$ cat config.mk
export PLATFORM = sky130hd
export DESIGN_NAME = sram_march_bist_flat
export DESIGN_NICKNAME = d
export VERILOG_FILES = /design/src/rtl/sram_march_bist_pkg.sv /design/src/rtl/sram_march_bist_if.sv /design/src/rtl/sram_march_bist_compare_pipe.sv /design/src/rtl/sram_march_bist.sv /design/src/flat_wrapper.sv
export SDC_FILE = /design/constraint.sdc
export NUM_CORES = 1
export LEC_CHECK = 0
export ABC_CLOCK_PERIOD_IN_PS = 4480
export BUFFER_PORTS_ARGS = -buffer_cell sky130_fd_sc_hd__buf_2
export CAP_MARGIN = 20
export CORE_ASPECT_RATIO = 0.7
export CORE_UTILIZATION = 58
export CTS_CLUSTER_DIAMETER = 120
export DETAILED_ROUTE_END_ITERATION = 10
export PLACE_DENSITY = 0.8
export REMOVE_ABC_BUFFERS = 1
export SETUP_SLACK_MARGIN = 0.5
export SLEW_MARGIN = 15
export SYNTH_ARGS = -nofsm -noshare
export SYNTH_HDL_FRONTEND = slang
export SYNTH_HIERARCHICAL = 1
export SYNTH_SLANG_ARGS = --single-unit
$ cat constraint.sdc
create_clock -name Clock -period 4.48 [get_ports Clock]
set_clock_uncertainty 0.05 [all_clocks]
set_input_delay 0 -clock Clock [delete_from_list [all_inputs] [get_ports Clock]]
set_output_delay 0 -clock Clock [all_outputs]
set_load 0.02 [all_outputs]
$ cat src/rtl/sram_march_bist_pkg.sv
// Shared types and helpers for the SRAM march BIST: test modes, FSM states,
// the March C- element table and the data-background generator.
package sram_bist_pkg;

    typedef enum logic [1:0] {
        MODE_ADDR    = 2'd0,
        MODE_SOLID   = 2'd1,
        MODE_CHECKER = 2'd2,
        MODE_RSVD    = 2'd3
    } bist_mode_t;

    typedef enum logic [1:0] {
        S_IDLE  = 2'd0,
        S_RUN   = 2'd1,
        S_DRAIN = 2'd2
    } bist_state_t;

    typedef struct packed {
        logic down;
        logic has_read;
        logic read_val;
        logic has_write;
        logic write_val;
    } march_elem_t;

    localparam logic [2:0] ELEM_FIRST = 3'd0;
    localparam logic [2:0] ELEM_LAST  = 3'd5;
    localparam int         BG_W       = 64;

    // March C-: up w0; up(r0,w1); up(r1,w0); down(r0,w1); down(r1,w0); up r0.
    // The address-in-data mode reuses entries 0 (write sweep) and 5 (read sweep).
    function automatic march_elem_t march_elem(input logic [2:0] idx);
        march_elem_t e;
        case (idx)
            3'd1:    e = march_elem_t'{1'b0, 1'b1, 1'b0, 1'b1, 1'b1};
            3'd2:    e = march_elem_t'{1'b0, 1'b1, 1'b1, 1'b1, 1'b0};
            3'd3:    e = march_elem_t'{1'b1, 1'b1, 1'b0, 1'b1, 1'b1};
            3'd4:    e = march_elem_t'{1'b1, 1'b1, 1'b1, 1'b1, 1'b0};
            3'd5:    e = march_elem_t'{1'b0, 1'b1, 1'b0, 1'b0, 1'b0};
            default: e = march_elem_t'{1'b0, 1'b0, 1'b0, 1'b1, 1'b0};
        endcase
        return e;
    endfunction

    function automatic logic elem_down(input logic [2:0] idx);
        march_elem_t e;
        e = march_elem(idx);
        return e.down;
    endfunction

    // Data background "D0"; callers truncate to their data width.
    function automatic logic [BG_W-1:0] bg_pattern(input logic addr_lsb, input bist_mode_t mode);
        logic [BG_W-1:0] bg;
        bg = '0;
        if (mode == MODE_CHECKER) begin
            bg = addr_lsb ? {(BG_W/2){2'b10}} : {(BG_W/2){2'b01}};
        end
        return bg;
    endfunction

endpackage

$ cat src/rtl/sram_march_bist_if.sv
// Single-port SRAM bus between the BIST engine (master) and the SRAM mux (slave).
interface sram_march_bist_if #(
    parameter int ADDR_W = 18,
    parameter int DATA_W = 16
) ();
    logic [ADDR_W-1:0] BIST_address;
    logic [DATA_W-1:0] BIST_write_data;
    logic              BIST_we_n;
    logic [DATA_W-1:0] BIST_read_data;

    modport master (
        output BIST_address,
        output BIST_write_data,
        output BIST_we_n,
        input  BIST_read_data
    );

    modport slave (
        input  BIST_address,
        input  BIST_write_data,
        input  BIST_we_n,
        output BIST_read_data
    );
endinterface

$ cat src/rtl/sram_march_bist_compare_pipe.sv
// Delays each issued read by READ_LAT cycles, compares it with the returned
// SRAM data and accumulates sticky mismatch, first failing address and fail count.
module bist_compare_pipe #(
    parameter int ADDR_W   = 18,
    parameter int DATA_W   = 16,
    parameter int READ_LAT = 2,
    parameter int CNT_W    = 16
) (
    input  logic              clk,
    input  logic              rst,
    input  logic              i_clear,
    input  logic              i_push,
    input  logic [DATA_W-1:0] i_expected,
    input  logic [ADDR_W-1:0] i_addr,
    input  logic [DATA_W-1:0] i_read_data,
    output logic              o_mismatch,
    output logic [ADDR_W-1:0] o_fail_address,
    output logic [CNT_W-1:0]  o_fail_count
);

    logic [READ_LAT-1:0] r_valid;
    logic [DATA_W-1:0]   r_expected [READ_LAT];
    logic [ADDR_W-1:0]   r_addr     [READ_LAT];
    logic                r_mismatch;
    logic [ADDR_W-1:0]   r_fail_address;
    logic [CNT_W-1:0]    r_fail_count;
    logic                w_fail;

    always_ff @(posedge clk or posedge rst) begin
        if (rst) begin
            r_valid <= '0;
            for (int i = 0; i < READ_LAT; i++) begin
                r_expected[i] <= '0;
                r_addr[i]     <= '0;
            end
        end else begin
            r_valid[0]    <= i_push;
            r_expected[0] <= i_expected;
            r_addr[0]     <= i_addr;
            for (int i = 1; i < READ_LAT; i++) begin
                r_valid[i]    <= r_valid[i-1];
                r_expected[i] <= r_expected[i-1];
                r_addr[i]     <= r_addr[i-1];
            end
        end
    end

    // The oldest stage lines up with the cycle its read data is valid.
    assign w_fail = r_valid[READ_LAT-1] & (i_read_data != r_expected[READ_LAT-1]);

    always_ff @(posedge clk or posedge rst) begin
        if (rst) begin
            r_mismatch     <= 1'b0;
            r_fail_address <= '0;
            r_fail_count   <= '0;
        end else if (i_clear) begin
            r_mismatch     <= 1'b0;
            r_fail_address <= '0;
            r_fail_count   <= '0;
        end else if (w_fail) begin
            r_mismatch <= 1'b1;
            if (!r_mismatch) begin
                r_fail_address <= r_addr[READ_LAT-1];
            end
            if (r_fail_count != {CNT_W{1'b1}}) begin
                r_fail_count <= r_fail_count + 1'b1;
            end
        end
    end

    assign o_mismatch     = r_mismatch;
    assign o_fail_address = r_fail_address;
    assign o_fail_count   = r_fail_count;

endmodule

$ cat src/rtl/sram_march_bist.sv
// SRAM built-in self-test: sweeps the SRAM with address-in-data or March C-
// (solid / checkerboard) and reports mismatch, first failing address and fail count.
module sram_march_bist
    import sram_bist_pkg::*;
#(
    parameter int                ADDR_W    = 18,
    parameter int                DATA_W    = 16,
    parameter logic [ADDR_W-1:0] LAST_ADDR = {ADDR_W{1'b1}},
    parameter int                READ_LAT  = 2,
    parameter int                CNT_W     = 16
) (
    input  logic               Clock,
    input  logic               Reset,
    input  logic               BIST_start,
    input  logic [1:0]         BIST_mode,
    sram_march_bist_if.master  sram,
    output logic               BIST_busy,
    output logic               BIST_finish,
    output logic               BIST_mismatch,
    output logic [ADDR_W-1:0]  BIST_fail_address,
    output logic [CNT_W-1:0]   BIST_fail_count
);

    bist_state_t       r_state, w_state_next;
    logic [2:0]        r_elem, w_elem_next;
    logic              r_phase, w_phase_next;
    logic [ADDR_W-1:0] r_addr, w_addr_next;
    logic [2:0]        r_drain, w_drain_next;
    bist_mode_t        r_mode, w_mode_next;
    logic              r_start_buf;

    march_elem_t       w_elem;
    logic [2:0]        w_next_idx;
    logic [DATA_W-1:0] w_bg;
    logic [DATA_W-1:0] w_data;
    logic              w_start;
    logic              w_is_read;
    logic              w_is_write;
    logic              w_addr_done;
    logic              w_at_end;
    logic              w_elem_final;
    logic              w_data_bit;

    assign w_elem       = march_elem(r_elem);
    assign w_start      = BIST_start & ~r_start_buf & (r_state == S_IDLE);
    assign w_is_read    = (r_state == S_RUN) & w_elem.has_read & ~r_phase;
    assign w_is_write   = (r_state == S_RUN) & w_elem.has_write & (~w_elem.has_read | r_phase);
    assign w_addr_done  = ~(w_elem.has_read & w_elem.has_write) | r_phase;
    // Equality-based terminal detect so LAST_ADDR = all-ones never needs a wrap.
    assign w_at_end     = w_elem.down ? (r_addr == '0) : (r_addr == LAST_ADDR);
    assign w_elem_final = (r_elem == ELEM_LAST);
    assign w_next_idx   = (r_mode == MODE_ADDR) ? ELEM_LAST : r_elem + 3'd1;
    assign w_bg         = DATA_W'(bg_pattern(r_addr[0], r_mode));
    assign w_data_bit   = w_is_read ? w_elem.read_val : w_elem.write_val;

    always_comb begin
        w_data = w_data_bit ? ~w_bg : w_bg;
        if (r_mode == MODE_ADDR) begin
            w_data = DATA_W'(r_addr);
        end
    end

    always_comb begin
        w_state_next = r_state;
        w_elem_next  = r_elem;
        w_phase_next = r_phase;
        w_addr_next  = r_addr;
        w_drain_next = r_drain;
        w_mode_next  = r_mode;
        case (r_state)
            S_IDLE: begin
                if (w_start) begin
                    w_state_next = S_RUN;
                    w_elem_next  = ELEM_FIRST;
                    w_phase_next = 1'b0;
                    w_addr_next  = '0;
                    w_drain_next = '0;
                    w_mode_next  = (BIST_mode == MODE_RSVD) ? MODE_SOLID : bist_mode_t'(BIST_mode);
                end
            end
            S_RUN: begin
                if (!w_addr_done) begin
                    w_phase_next = 1'b1;
                end else begin
                    w_phase_next = 1'b0;
                    if (!w_at_end) begin
                        w_addr_next = w_elem.down ? r_addr - 1'b1 : r_addr + 1'b1;
                    end else if (w_elem_final) begin
                        w_state_next = S_DRAIN;
                        w_drain_next = '0;
                    end else begin
                        w_elem_next = w_next_idx;
                        w_addr_next = elem_down(w_next_idx) ? LAST_ADDR : '0;
                    end
                end
            end
            S_DRAIN: begin
                if (r_drain == 3'(READ_LAT - 1)) begin
                    w_state_next = S_IDLE;
                end else begin
                    w_drain_next = r_drain + 3'd1;
                end
            end
            default: w_state_next = S_IDLE;
        endcase
    end

    always_ff @(posedge Clock or posedge Reset) begin
        if (Reset) begin
            r_state     <= S_IDLE;
            r_elem      <= ELEM_FIRST;
            r_phase     <= 1'b0;
            r_addr      <= '0;
            r_drain     <= '0;
            r_mode      <= MODE_ADDR;
            r_start_buf <= 1'b0;
        end else begin
            r_state     <= w_state_next;
            r_elem      <= w_elem_next;
            r_phase     <= w_phase_next;
            r_addr      <= w_addr_next;
            r_drain     <= w_drain_next;
            r_mode      <= w_mode_next;
            r_start_buf <= BIST_start;
        end
    end

    assign sram.BIST_address    = (r_state == S_IDLE) ? '0 : r_addr;
    assign sram.BIST_we_n       = ~w_is_write;
    assign sram.BIST_write_data = w_is_write ? w_data : '0;
    assign BIST_busy            = (r_state != S_IDLE);
    assign BIST_finish          = (r_state == S_IDLE);

    bist_compare_pipe #(
        .ADDR_W   (ADDR_W),
        .DATA_W   (DATA_W),
        .READ_LAT (READ_LAT),
        .CNT_W    (CNT_W)
    ) u_compare (
        .clk            (Clock),
        .rst            (Reset),
        .i_clear        (w_start),
        .i_push         (w_is_read),
        .i_expected     (w_data),
        .i_addr         (r_addr),
        .i_read_data    (sram.BIST_read_data),
        .o_mismatch     (BIST_mismatch),
        .o_fail_address (BIST_fail_address),
        .o_fail_count   (BIST_fail_count)
    );

endmodule

$ cat src/flat_wrapper.sv
// flat-port wrapper written by rule: the top's interface ports become plain ports
module sram_march_bist_flat import sram_bist_pkg::*;
#(
    parameter int                ADDR_W    = 18,
    parameter int                DATA_W    = 16,
    parameter logic [ADDR_W-1:0] LAST_ADDR = {ADDR_W{1'b1}},
    parameter int                READ_LAT  = 2,
    parameter int                CNT_W     = 16
)
  (Clock, Reset, BIST_start, BIST_mode, BIST_busy, BIST_finish, BIST_mismatch, BIST_fail_address, BIST_fail_count, sram_BIST_address, sram_BIST_write_data, sram_BIST_we_n, sram_BIST_read_data);
  sram_march_bist_if #(.ADDR_W(ADDR_W), .DATA_W(DATA_W)) sram_i ();
  input  logic Clock;
  input  logic Reset;
  input  logic BIST_start;
  input  logic [1:0] BIST_mode;
  output logic BIST_busy;
  output logic BIST_finish;
  output logic BIST_mismatch;
  output logic [ADDR_W-1:0] BIST_fail_address;
  output logic [CNT_W-1:0] BIST_fail_count;
  output wire logic [$bits(sram_i.BIST_address)-1:0] sram_BIST_address;
  output wire logic [$bits(sram_i.BIST_write_data)-1:0] sram_BIST_write_data;
  output wire logic [$bits(sram_i.BIST_we_n)-1:0] sram_BIST_we_n;
  input wire logic [$bits(sram_i.BIST_read_data)-1:0] sram_BIST_read_data;
  assign sram_BIST_address = sram_i.BIST_address;
  assign sram_BIST_write_data = sram_i.BIST_write_data;
  assign sram_BIST_we_n = sram_i.BIST_we_n;
  assign sram_i.BIST_read_data = sram_BIST_read_data;
  sram_march_bist #(.ADDR_W(ADDR_W), .DATA_W(DATA_W), .LAST_ADDR(LAST_ADDR), .READ_LAT(READ_LAT), .CNT_W(CNT_W)) u_core (.Clock(Clock), .Reset(Reset), .BIST_start(BIST_start), .BIST_mode(BIST_mode), .sram(sram_i), .BIST_busy(BIST_busy), .BIST_finish(BIST_finish), .BIST_mismatch(BIST_mismatch), .BIST_fail_address(BIST_fail_address), .BIST_fail_count(BIST_fail_count));
endmodule
Yosys cells after proc, flatten, opt, wreduce, memory -nomap -nowiden --
Index checks and enable logic that the tools add are counted.
Word-level totals: bits in writable memories 0, bits in latches 0, register bits 135, logic and storage cells 129, bits of input ports 21, memory bits (read-only) 0, memories kept 0
Operators by class: add/subtract/negate cells 5, divide/modulo/power cells 0, order comparisons 0, multiplexer cells 50, bitwise operators 16, shifts and indexed selects 0, $mul 0, equality and inequality tests 27, reduce and logical (&&, ||, !) cells 16
Operators by type and width (count):
- 18-bit 2-to-1 mux | 10
- 16-bit 2-to-1 mux | 8
- 5-bit case mux with 5 select lines | 2
- 18-bit case mux with 2 select lines | 1
- 3-bit 2-to-1 mux | 9
- 5-bit 2-to-1 mux | 4
- 18-bit by 1-bit adder with 18-bit output, second input constant | 1
- 18-bit equality test, second input constant | 1
- 18-bit zero test | 1
- 18-bit by 1-bit subtractor with 18-bit output, second input constant | 1
- 16-bit by 1-bit adder with 16-bit output, second input constant | 1
- 16-bit inequality test | 1
- 16-bit inequality test, second input constant | 1
- 16-bit NOT | 1
- 3-bit by 2-bit equality test with 1-bit output, second input constant | 4
- 3-bit equality test, second input constant | 4
- 2-bit 2-to-1 mux | 6
- 2-bit by 1-bit inequality test with 1-bit output, second input constant | 5
- 5-bit AND reduction | 2
- 3-bit by 1-bit equality test with 1-bit output, second input constant | 3
- 3-bit case mux with 3 select lines | 1
- 1-bit AND | 8
- 2-bit AND reduction | 4
- 2-bit nonzero test | 4
- 15 further kinds | 31

Longest topological paths before layout --
depth after elaboration 13, gate-level depth with buffers 15, gate-level depth less buffers 13

Modules after synthesis --
Netlist, hierarchy kept.
By module, submodules not included:
- bist_compare_pipe | times used 1, sequential area each 2627.5 µm², cells an instance 275, area an instance 3818.7 µm²
- sram_march_bist | times used 1, sequential area each 750.7 µm², cells an instance 391, area an instance 2905.3 µm²

Least setup slack after synthesis --
No wires, ideal clock.
kind register to register, start register u_core.r_elem[0], end register u_core.r_addr[16], path slack 0.633 ns, required time 4.326 ns, setup time 0.104 ns, arrival time 3.693 ns, period minus slack after synthesis 3.847 ns, stages on the path, launching flop included 14, path through dfrtp_1 ha_1 ha_1 or4_1 o211ai_2 inv_1 ha_1 nand3_1 or4b_2 a21o_1 nand3_1 a221oi_1 xor2_1 a221oi_1
Between the ends: cells in the longest elaborated chain, start to end 13
RTL lines:
- start, declared | line sram_march_bist.sv:25 | logic [2:0] r_elem, w_elem_next;
- start signal, assigned | line sram_march_bist.sv:119 | r_elem <= w_elem_next;
- 3-bit by 1-bit adder with 3-bit output | line sram_march_bist.sv:52 | assign w_next_idx = (r_mode == MODE_ADDR) ? ELEM_LAST : r_elem + 3'd1;
- 3-bit 2-to-1 mux | line sram_march_bist.sv:52
- 3-bit equality test, or another cell as far along | line sram_march_bist_pkg.sv:34 | case (idx)
- 5-bit case mux with 5 select lines | line sram_march_bist_pkg.sv:34
- 5-bit 2-to-1 mux | line sram_march_bist.sv:88 | end else if (w_elem_final) begin
- 5-bit 2-to-1 mux | line sram_march_bist.sv:86 | if (!w_at_end) begin
- 5-bit 2-to-1 mux | line sram_march_bist.sv:82 | if (!w_addr_done) begin
- 5-bit 2-to-1 mux | line sram_march_bist.sv:70 | case (r_state)
- 18-bit 2-to-1 mux | line sram_march_bist.sv:93 | w_addr_next = elem_down(w_next_idx) ? LAST_ADDR : '0;
- 18-bit 2-to-1 mux | line sram_march_bist.sv:88
- 18-bit 2-to-1 mux | line sram_march_bist.sv:86
- 18-bit 2-to-1 mux | line sram_march_bist.sv:82
- 18-bit case mux with 2 select lines | line sram_march_bist.sv:70
- end signal, assigned | line sram_march_bist.sv:121 | r_addr <= w_addr_next;
- end, declared | line sram_march_bist.sv:27 | logic [ADDR_W-1:0] r_addr, w_addr_next;
Parallel ways exist; a longest one is shown, timed or not. The select of a mux whose other input is x is not followed. A chain may end at the register's enable or synchronous reset.

Final worst setup path --
Same ends and word-level chain as after synthesis.

==> results.sh <==
export IMPL_outcome="completed"
export IMPL_fp_dieArea_um2=12000
export IMPL_cts_clk_slew_worst_paths_ns=0.06
export IMPL_max_freq_mhz=262
export IMPL_setup_viol=0
export IMPL_place_congestion=0.878
export IMPL_finalHoldViolCount=0
export IMPL_slew_headroom_pct=42.8
export IMPL_seq_area_frac_synth_pct=50.2
export IMPL_placed_area_um2=7310
export IMPL_final_area_um2=8040
export IMPL_avgSynthCellArea_um2=10.1
export IMPL_ant_nets=0
export IMPL_track_usage_pct=29.9
export IMPL_ys_warn_count=6
export IMPL_overflow=0
export IMPL_p_total_mw=3.66
export IMPL_syn_to_final_growth_pct=19.5
export IMPL_grt_pass1_vias=5343
export IMPL_cp_cell_sequence="inv_1 > ha_1 > or4_1 > o211ai_4 > inv_4 > buf_4 > ha_1 > nand2_1 > or4b_2 > a21o_1 > nand3_1 > a221oi_1 > xor2_1 > a221oi_1"
export IMPL_use_met2_pct=47.3
export IMPL_startpoint_type="flop"
export IMPL_core_um2=11100
export IMPL_hold_path_class="input port to async pin"
export IMPL_routed_wl_um=16900
export IMPL_drc_errors=0
export IMPL_power_density_nw_per_um2=455
export IMPL_synth_edf_count=0
export IMPL_ys_async_sr_fraction_pct=100
export IMPL_start_util_pct=60.4
export IMPL_slew_violations=0
export IMPL_critical_path_required_ns=4.74
export IMPL_nets=814
export IMPL_clkSinkCount=135
export IMPL_crit_slowest_cell="or4b_2"
export IMPL_rsz0062_at_grt="false"
export IMPL_first_pass_iters=5
export IMPL_crit_fanout=6
export IMPL_busiest_layer="met2"
export IMPL_end_kind="flop"
export IMPL_grt_use_met3_pct=6.07
export IMPL_wl_per_cell_um=18.1
export IMPL_slowest_delay_ns=0.61
export IMPL_synthFlopType="dfrtp_1"
export IMPL_worst_slew_pin_slew_ns=0.857
export IMPL_cts_tree="built"
export IMPL_min_period_ns=3.82
export IMPL_via_per_inst=5.87
export IMPL_clock_latency_ns=0.42
export IMPL_met1_usage_pct=40.6
export IMPL_critPathTopFamily="simple AND/OR/NAND/NOR gates"
export IMPL_h_tree_depth=4
export IMPL_vias=5479
export IMPL_grt_max_degree=68
export IMPL_netlist_area_um2=6720
export IMPL_leakagePower_nw=3.91
export IMPL_worst_setup_path_type="flop to flop"
export IMPL_die_h_um=92.1
export IMPL_grt_antenna_before_repair=0
export IMPL_worst_path_buf_inv=3
export IMPL_ir_drop_mv=0.364
export IMPL_dp_hpwl_um=11300
export IMPL_drive_above_1_share_pct=22.0
export IMPL_maxCapViolations=0
export IMPL_postSynthCellCount=666
export IMPL_clock_path_buffers=2
export IMPL_drt_iter0_drc=400
export IMPL_rows=32
export IMPL_crit_arrival_ns=4.08
export IMPL_post_synth_num_cell_types=58
export IMPL_pin_count=93
export IMPL_die_w_um=131
export IMPL_cts_root_buffer_cell="clkbuf_16"
export IMPL_cts_buffers_inserted=17
export IMPL_period_share_pct=85.2
export IMPL_tns_ns=0
export IMPL_num_antenna_cells=0
export IMPL_ys_seq_elements=135
export IMPL_grt_pass1_wl_um=26900
export IMPL_io_buffers=92
## through the flow
step           worst slack [ns]  hold slack, ns  cells  util [%]
5_1_grt                   0.492           0.163    934      72.2
3_3_place_gp              0.545          0.0104    895      65.7
6_report                  0.663           0.113    934      72.2
3_5_place_dp              0.380          0.0178    895      65.7
2_1_floorplan             0.633         -0.0186    641         -
4_1_cts                   0.575           0.118    933      71.9
## registers in the layout (all words and copies together) (netlist names)
signal / flops
u_core/u_compare/r_expected: 32
u_core/r_mode: 2
u_core/r_phase: 1
u_core/r_state: 2
u_core/u_compare/r_valid: 2
u_core/r_drain: 3
u_core/u_compare/r_addr: 36
u_core/u_compare/o_fail_count: 16
u_core/r_elem: 3
u_core/u_compare/o_mismatch: 1
u_core/r_start_buf: 1
u_core/u_compare/o_fail_address: 18
u_core/r_addr: 18
## cells by family (layout without fill, tap and decap cells)
kind of cell,after synthesis,after routing,share of synthesized area [%]
and+or+nand+nor,272,272,20.5
DFF,135,135,50.2
AOI/OAI and AO/OA,123,123,12.1
buffers and inverters,48,163,3.27
muxes,36,36,5.60
xor gates and xnor gates,27,27,3.52
adders and majority gates,25,25,4.76
## worst paths after layout
kind                                             startpoint                         endpoint  slack [ns]  cells after the start
worst max register to register             u_core/r_elem[0]                u_core/r_addr[16]        0.66                     14
worst min-delay path                                  Reset  u_core/u_compare/r_expected[18]        0.11                      3
max in group asynchronous                             Reset       u_core/u_compare/r_addr[9]        3.08                      4
worst max-delay path                       u_core/r_elem[0]                u_core/r_addr[16]        0.66                     14
min in group Clock                               BIST_start               u_core/r_start_buf        0.18                      2
worst min register to register  u_core/u_compare/r_addr[25]       u_core/u_compare/r_addr[7]        0.29                      0
## report_power, final
part | internal, mW | switching (mW) | total, mW
Clock | 0.789 | 0.587 | 1.38
Sequential | 1.41 | 0.197 | 1.61
Combinational | 0.267 | 0.403 | 0.669
## layer usage
layer | up-vias | wire (µm)
met5 | - | 0
met4 | 0 | 335
met3 | 30 | 1120
met2 | 232 | 8040
met1 | 2693 | 7380
li1 | 2524 | -
## Yosys cell counts, types with 3 or more instances
master	count	share of area [%]
mux2_2	12	2.0
nor2_1	59	3.3
a221oi_1	5	0.65
and3_1	3	0.28
nand4_1	15	1.4
a21oi_1	41	3.1
or3_1	3	0.28
inv_1	23	1.3
ha_1	24	4.5
nor3_1	9	0.67
mux2i_1	23	3.4
o31ai_1	11	1.2
o21ai_1	3	0.22
o211ai_1	5	0.56
xor2_1	6	0.78
buf_6	4	0.67
o21a_1	5	0.56
nor4_1	6	0.56
xnor2_1	21	2.7
a211oi_1	4	0.45
a21o_1	7	0.78
clkbuf_1	15	0.84
or4_1	7	0.78
dfrtp_1	135	50
buf_2	5	0.37
nand3_1	16	1.2
nand2b_1	44	4.1
nor2b_1	25	2.3
o21ai_0	25	1.9
nand2_1	73	4.1
## timing repair
item,4_1_cts,5_1_grt
buffers inserted,2,0
hold buffers,4,0
hold endpoints to repair,72,0
pin swaps,1,0
endpoints found under the setup margin,2,4
gates resized for setup,6,5
## final cells by class
cell class / count / area (µm²)
multi-input combinational: 483 / 3200
fill: 805 / 3090
clock inverter: 15 / 160
tap: 153 / 191
clock buffer: 17 / 425
sequential: 135 / 3380
timing repair buffer: 108 / 591
inverter: 23 / 91.3
## layout by cell type (no fill, tap or decap), types with 3 or more instances in the layout
cell and count:
inv_8 5, a21o_1 7, or4_1 7, a221oi_1 5, inv_6 3, xor2_1 6, a211oi_1 4, buf_2 92
nor2_1 59, buf_4 12, mux2i_1 23, ha_1 18, nand3_1 16, dlygate4sd3_1 4, nor4_1 6, nor2b_1 25
ha_4 4, and3_1 3, nand2_1 73, o21a_1 5, o31ai_1 10, o211ai_1 5, a21oi_1 41, xnor2_1 21
nand4_1 15, clkbuf_16 17, nor3_1 9, inv_1 21, nand2b_1 44, clkinv_4 4, or3_1 3, o21ai_0 25
mux2_2 12, dfrtp_1 134
## tightest hold or removal path, delay by kind of cell
family                 cells  cell delay, ns
buffers and inverters      3            1.01
No activity file was read; power rests on OpenSTA's default activity.
